<file path="config.mk">
export PLATFORM = sky130hd
export DESIGN_NAME = bcd2bin_seq
export DESIGN_NICKNAME = d
export VERILOG_FILES = /design/src/rtl/bcd2bin_seq.sv
export SDC_FILE = /design/constraint.sdc
export NUM_CORES = 1
export LEC_CHECK = 0
export CAP_MARGIN = 5
export CORE_AREA = 2 2 59 61
export DETAILED_ROUTE_END_ITERATION = 8
export DIE_AREA = 0 0 61 63
export PLACE_DENSITY_LB_ADDON = 0.08
export SYNTH_ARGS = -nofsm -noshare
export SYNTH_HDL_FRONTEND = slang
export SYNTH_SLANG_ARGS = --single-unit
</file>
<file path="constraint.sdc">
create_clock -name i_clk -period 2.2 [get_ports i_clk]
set_clock_uncertainty 0.05 [all_clocks]
set_input_delay 0.22 -clock i_clk [delete_from_list [all_inputs] [get_ports i_clk]]
set_output_delay 0.22 -clock i_clk [all_outputs]
set_load 0.01 [all_outputs]
</file>
<file path="src/rtl/bcd2bin_seq.sv">
// Sequential BCD-to-binary converter using reverse double-dabble:
// one right shift of {S,A} plus a parallel per-digit -3 correction per clock.
module bcd2bin_seq #(
  parameter  int N = 8,
  localparam int W = N + (N - 4) / 3 + 1
) (
  input  logic         i_clk,
  input  logic         i_rst,
  input  logic         i_start,
  input  logic [W-1:0] i_bcd,
  output logic [N-1:0] o_bin,
  output logic         o_busy,
  output logic         o_done,
  output logic         o_err
);

  localparam int DG = (W + 3) / 4;
  localparam int SW = 4 * DG;
  localparam int CW = $clog2(N + 1);

  typedef enum logic [1:0] {S_IDLE, S_CONV, S_CHECK, S_DONE} state_t;

  state_t          r_state;
  state_t          w_state_next;
  logic [SW-1:0]   r_s;
  logic [N-1:0]    r_a;
  logic [CW-1:0]   r_cnt;
  logic [N-1:0]    r_bin;
  logic            r_err;

  logic [SW-1:0]   w_bcd_ext;
  logic            w_digits_ok;
  logic [SW+N-1:0] w_shifted;
  logic [SW-1:0]   w_s_next;
  logic [N-1:0]    w_a_next;

  assign w_bcd_ext = SW'(i_bcd);

  always_comb begin
    w_digits_ok = 1'b1;
    for (int k = 0; k < DG; k++) begin
      if (w_bcd_ext[4*k +: 4] > 4'd9) w_digits_ok = 1'b0;
    end
  end

  assign w_shifted = {r_s, r_a} >> 1;
  assign w_a_next  = w_shifted[N-1:0];

  // After the shift, a digit >= 8 received a carried-in half-ten; -3 restores BCD.
  always_comb begin
    w_s_next = '0;
    for (int k = 0; k < DG; k++) begin
      if (w_shifted[N+4*k +: 4] >= 4'd8) w_s_next[4*k +: 4] = w_shifted[N+4*k +: 4] - 4'd3;
      else                               w_s_next[4*k +: 4] = w_shifted[N+4*k +: 4];
    end
  end

  // NOTE: sequential state uses non-blocking assignments only, so every flop
  // samples pre-edge values regardless of block ordering.
  always_ff @(posedge i_clk or posedge i_rst) begin
    if (i_rst) r_state <= S_IDLE;
    else       r_state <= w_state_next;
  end

  // NOTE: the next-state default is assigned first so no path leaves it
  // unassigned, which would otherwise infer a latch.
  always_comb begin
    w_state_next = r_state;
    case (r_state)
      S_IDLE:  if (i_start) w_state_next = w_digits_ok ? S_CONV : S_CHECK;
      S_CONV:  if (r_cnt == CW'(N - 1)) w_state_next = S_CHECK;
      S_CHECK: w_state_next = S_DONE;
      S_DONE:  w_state_next = S_IDLE;
      default: w_state_next = S_IDLE;
    endcase
  end

  // A bad digit skips CONV; its non-zero S then fails the residual check below.
  always_ff @(posedge i_clk or posedge i_rst) begin
    if (i_rst) begin
      r_s   <= '0;
      r_a   <= '0;
      r_cnt <= '0;
      r_bin <= '0;
      r_err <= 1'b0;
    end else begin
      case (r_state)
        S_IDLE: begin
          if (i_start) begin
            r_s   <= w_bcd_ext;
            r_a   <= '0;
            r_cnt <= '0;
          end
        end
        S_CONV: begin
          r_s   <= w_s_next;
          r_a   <= w_a_next;
          r_cnt <= r_cnt + 1'b1;
        end
        S_CHECK: begin
          if (r_s != '0) begin
            r_bin <= '0;
            r_err <= 1'b1;
          end else begin
            r_bin <= r_a;
            r_err <= 1'b0;
          end
        end
        default: ;
      endcase
    end
  end

  assign o_busy = (r_state != S_IDLE);
  assign o_done = (r_state == S_DONE);
  assign o_bin  = r_bin;
  assign o_err  = r_err;

endmodule

</file>
; ---- Yosys cells after proc, flatten, opt, wreduce, memory -nomap -nowiden
; Index checks and enable logic that the tools add are counted.
[word_totals]
input_bits = 13
reg_bits = 35
out_inout_bits = 11
[classes]
addsub = 4
n_reduce_logical = 6
eq_ne = 6
order_cmp = 6
mux = 18
[op_table]
columns = op, n
row1 = 12-bit case mux with 2 select lines, 1
row2 = 4-bit two-way mux, 4
row3 = 8-bit two-way mux, 2
row4 = 8-bit case mux with 2 select lines, 1
row5 = 12-bit two-way mux, 1
row6 = 12-bit nonzero test, 1
row7 = "4-bit >= comparator, second input constant", 2
row8 = "4-bit > comparator, second input constant", 2
row9 = 2-bit case mux with 4 select lines, 1
row10 = 4-bit case mux with 2 select lines, 1
row11 = "4-bit by 2-bit subtractor with 4-bit output, second input constant", 2
row12 = 2-bit two-way mux, 3
row13 = "4-bit by 1-bit adder with 4-bit output, second input constant", 1
row14 = "2-bit == test, second input constant", 2
row15 = "4-bit by 3-bit == test with 1-bit output, second input constant", 1
row16 = "3-bit by 4-bit >= comparator with 1-bit output, second input constant", 1
row17 = "2-bit by 4-bit > comparator with 1-bit output, second input constant", 1
row18 = 1-bit two-way mux, 4
row19 = "2-bit != test, second input constant", 2
row20 = 2-bit AND reduction, 2
row21 = 2-bit nonzero test, 2
row22 = "3-bit by 2-bit subtractor with 4-bit output, second input constant", 1
row23 = "2-bit by 1-bit == test with 1-bit output, second input constant", 1
row24 = 2-bit zero test, 1

; ---- Longest topological paths before layout
; Gate-level depths: netlist of run 1.
[logic_depth]
depth_word = 7
ltp_mapped = 8
ltp_nobuf = 6

; ---- Least setup slack after synthesis of run 1
; OpenSTA, ideal clock, no wires.
[synth_path]
kind = register -> register
start = reg r_state[0]
end = reg r_s[1]
n_path_buf = 2
slack_ns = 0.518
synth_period_minus_slack_ns = 1.682
setup_ns = 0.123
arrival_time_ns = 1.508
stages_incl_launch_ff = 9
path_cell_list = dfrtp_1 inv_1 ha_1 and2b_1 or2_1 buf_2 buf_2 nand2_1 o21ai_1
[synth_between]
elab_chain_cells = 3
elab_cells_between_ends = 6
cone_classes = eq/ne (2) / mux (1) / reduce/logical (3)
[synth_lines]
columns = element, line_no
row1 = start: declaration, 23  ; state_t r_state;
row2 = start signal: assignment, 62  ; else r_state <= w_state_next;
row3 = 2-bit by 1-bit == test with 1-bit output / 2-bit zero test (equally long branches), 87  ; case (r_state)
row4 = 2-bit nonzero test (no line) / 2-bit != test (equally long branches), --
row5 = 2-bit AND reduction (no line), --
row6 = end signal: assignment, 90  ; r_s <= w_bcd_ext;
row7 = end signal: assignment, 96  ; r_s <= w_s_next;
row8 = end: declaration, 25  ; logic [SW-1:0] r_s;
; Parallel ways exist; a longest one is shown, timed or not.
; A chain may end at the register's enable or synchronous reset.

; ---- Worst setup path after layout of run 1
[layout_path]
start = reg r_state[1]
end = reg r_s[8]
; Same word-level chain as after synthesis.

==> flow_summary_export.csv, run 1 <==
group,metric,value,unit
run_status,status,"finished clean",
global_routing,grt_pass1_wl,5530,um
global_routing,grt_remaining_overflow,0,
pwr,power.total,2.30,mW
drt,drtPass1Iterations,4,
placement,dpl.cell_count,236,
flow_run,cap_violations,0,
floorplanning,die-area,0.00384,mm2
pwr,max-vdd-ir-drop,575,uV
layout,layout-drive-gt1-share,9.09,%
global_routing,antenna_found_initial,0,
layout,final_common_cell,"dfrtp_1",
clock_tree,cts_max_level,2,
drt,viasPerCell,5.22,
global_routing,grt_pass1_vias,1219,
global_routing,grt_max_degree,34,
clock_tree,cts_tree,"built",
layout,final_cell_mix,"dfrtp_1 (33), nand2_1 (31), clkdlybuf4s50_1 (23)",
setup_path,cp.arrival,2.23,ns
drt,wl_per_cell,13.0,um
logic_synthesis,seq_area_frac_synth,49.8,%
logic_synthesis,synth_top_area_cell,"dfrtp_1",
global_routing,track_usage,19.2,%
clock_tree,hold_buffers,0,
pwr,powerDensity,1150,mW/mm2
logic_synthesis,syn_inst,171,
clock_tree,ctsRootBufferMaster,"clkbuf_4",
logic_synthesis,synth.avg_cell_area,9.69,um2
placement,gp_congestion,0.769,
layout,nets,219,
clock_tree,cts_resized,0,
logic_synthesis,syn-cell-area,0.00166,mm2
timing,finalCritPeriodShare,91.4,%
clock_tree,cts_buffers,5,
clock_tree,worstSkewPairLatency,0.34,ns
drt,vias,1273,
placement,hpwl,2220,um
logic_synthesis,synth_seq_cells,33,
timing,finalHoldViolCount,0,
setup_path,path_class,"reg2reg",
layout,antenna_cells,0,
timing,setup_tns,0,ns
layout,n_fill_cell,300,
setup_path,cp.required,2.42,ns
drt,drtIter0Drc,60,
placement,port_buffers,23,
setup_path,r2r_setup_slack,0.19,ns
logic_synthesis,yosysWarningCount,0,
setup_path,end_kind,"flip-flop",
clock_tree,post-cts-setup-buffers,0,
floorplanning,initial_core_util,51.3,%
timing,report.final.setup_viol,0,
logic_synthesis,synth_nets,193,
setup_path,startpoint_type,"flip-flop",
timing,finalCriticalPeriod,2.01,ns
logic_synthesis,synth_area_leaders,"dfrtp_1 (50%), nand2_1 (7.0%), ha_1 (6.8%)",
clock_tree,clock_path_buffers,2,
layout,synthToLayoutAreaGrowth,20.2,%
setup_path,critPathMaxFanout,16,
floorplanning,die_h,63,um
drt,ant_nets,0,
timing,clock.fmax,497,MHz
drt,route.detailed.drc,0,
timing,slew_viol_final,0,
floorplanning,ios,24,
timing,tightest_slew,0.539,ns
floorplanning,die_x,61,um
floorplanning,num_rows,21,
clock_tree,cts.clk_slew.worst_paths,0.11,ns
drt,finalWirelength,3180,um
min_path,hp-class,"in2async",
timing,setup_slack,0.188,ns
timing,relSlewSlack,63.8,%
logic_synthesis,yosysUniqueCellTypes,34,
timing,rsz0062_at_grt,"no",
clock_tree,cts.sinks,33,
placement,dpl_worst_slack,0.250,ns
layout,finalNonFillerCells,244,
floorplanning,core-area,0.00323,mm2
logic_synthesis,netlist.area_leader.share,49.8,%
pwr,power_leakage,0.934,nW
-- synth_stat cells (all sizes together) --
library cell and count:
o211ai 3, a22o 8, or2 1, o31ai 1, o211a 1, nand2 31, a21oi 4, a31oi 1
nand3 12, o22ai 2, ha 9, nand2b 2, mux2i 1, buf 7, nand3b 1, o21ai 20
inv 9, and2b 1, nor2 7, dfrtp 33, xnor2 4, nor4 3, nor2b 3, and2 1
and3 1, a211o 2, clkbuf 2, mux2 1
-- report_power, final --
group	switching, mW	internal (mW)	leakage (nW)
logic	0.588	0.426	0.468
registers	0.199	0.747	0.435
clock network	0.216	0.120	0.0310
total	1.00	1.29	0.934
-- path summary, 6_finish.rpt --
kind                            end        from  cells past startpoint
max                          r_s[8]  r_state[1]                      7
min                          r_s[3]       i_rst                      3
max reg2reg                  r_s[8]  r_state[1]                      7
min reg2reg                r_cnt[3]    r_cnt[3]                      1
max in group asynchronous    r_a[5]       i_rst                      3
min in group i_clk           r_s[9]    i_bcd[9]                      3
-- per-stage QoR --
step / hold WS, ns / utilization, % / area [um2]
final: 0.199 / 61.6 / 1990
after global routing: 0.251 / 61.6 / 1990
after CTS: 0.214 / 61.6 / 1990
after detailed placement: 0.416 / 59.9 / 1940
after global placement: 0.410 / 59.9 / 1940
after floorplan: 0.299 / - / 1660
-- critical path, stage by stage (launching register included) --
cell and delay, ns:
dfrtp_1 0.41, inv_1 0.10, ha_1 0.26, and2b_1 0.23, or2_1 0.48, buf_4 0.24
nand2_1 0.06, o21ai_1 0.10
-- area by class of cell --
type                            count  area [um2]  share of cell area (%)
Clock inverter                      3        17.5                   0.879
Sequential cell                    33         826                    41.5
Timing Repair Buffer               28         268                    13.4
Tap cell                           46        57.6                    2.89
Multi-Input combinational cell    120         752                    37.8
Inverter                            9        33.8                    1.70
Clock buffer                        5        37.5                    1.88
-- state kept, by name, summed over array words and instances, names as in the netlist --
name	count
r_state	2
o_bin	8
r_s	10
r_cnt	4
o_err	1
r_a	8
-- routing by layer --
layer	GRT usage (%)	vias to the layer above	share of wire, %
met5	0	-	0
li1	-	638	-
met4	5.71	0	1.4
met1	24.2	605	45
met3	6.21	5	4.3
met2	30.8	25	49
-- cells by family (layout without fill, tap and decap cells) --
family	Yosys count	count (layout)	share of synthesized area, %
multiplexers	2	2	1.28
AND/OR/NAND/NOR	63	63	19.1
AO/OA/AOI/OAI	42	42	16.1
buffers and inverters	18	45	4.83
adder cells (fa/ha/maj)	9	9	6.79
flip-flops	33	33	49.8
XOR/XNOR	4	4	2.11
No activity file was read; power rests on OpenSTA's default activity.
==> inputs of run 2 (changes only) <==
SLEW_MARGIN = 20   (was not set)
==> results of run 2 <==
The final DEF is identical to that of run 1; final timing and power are the same.
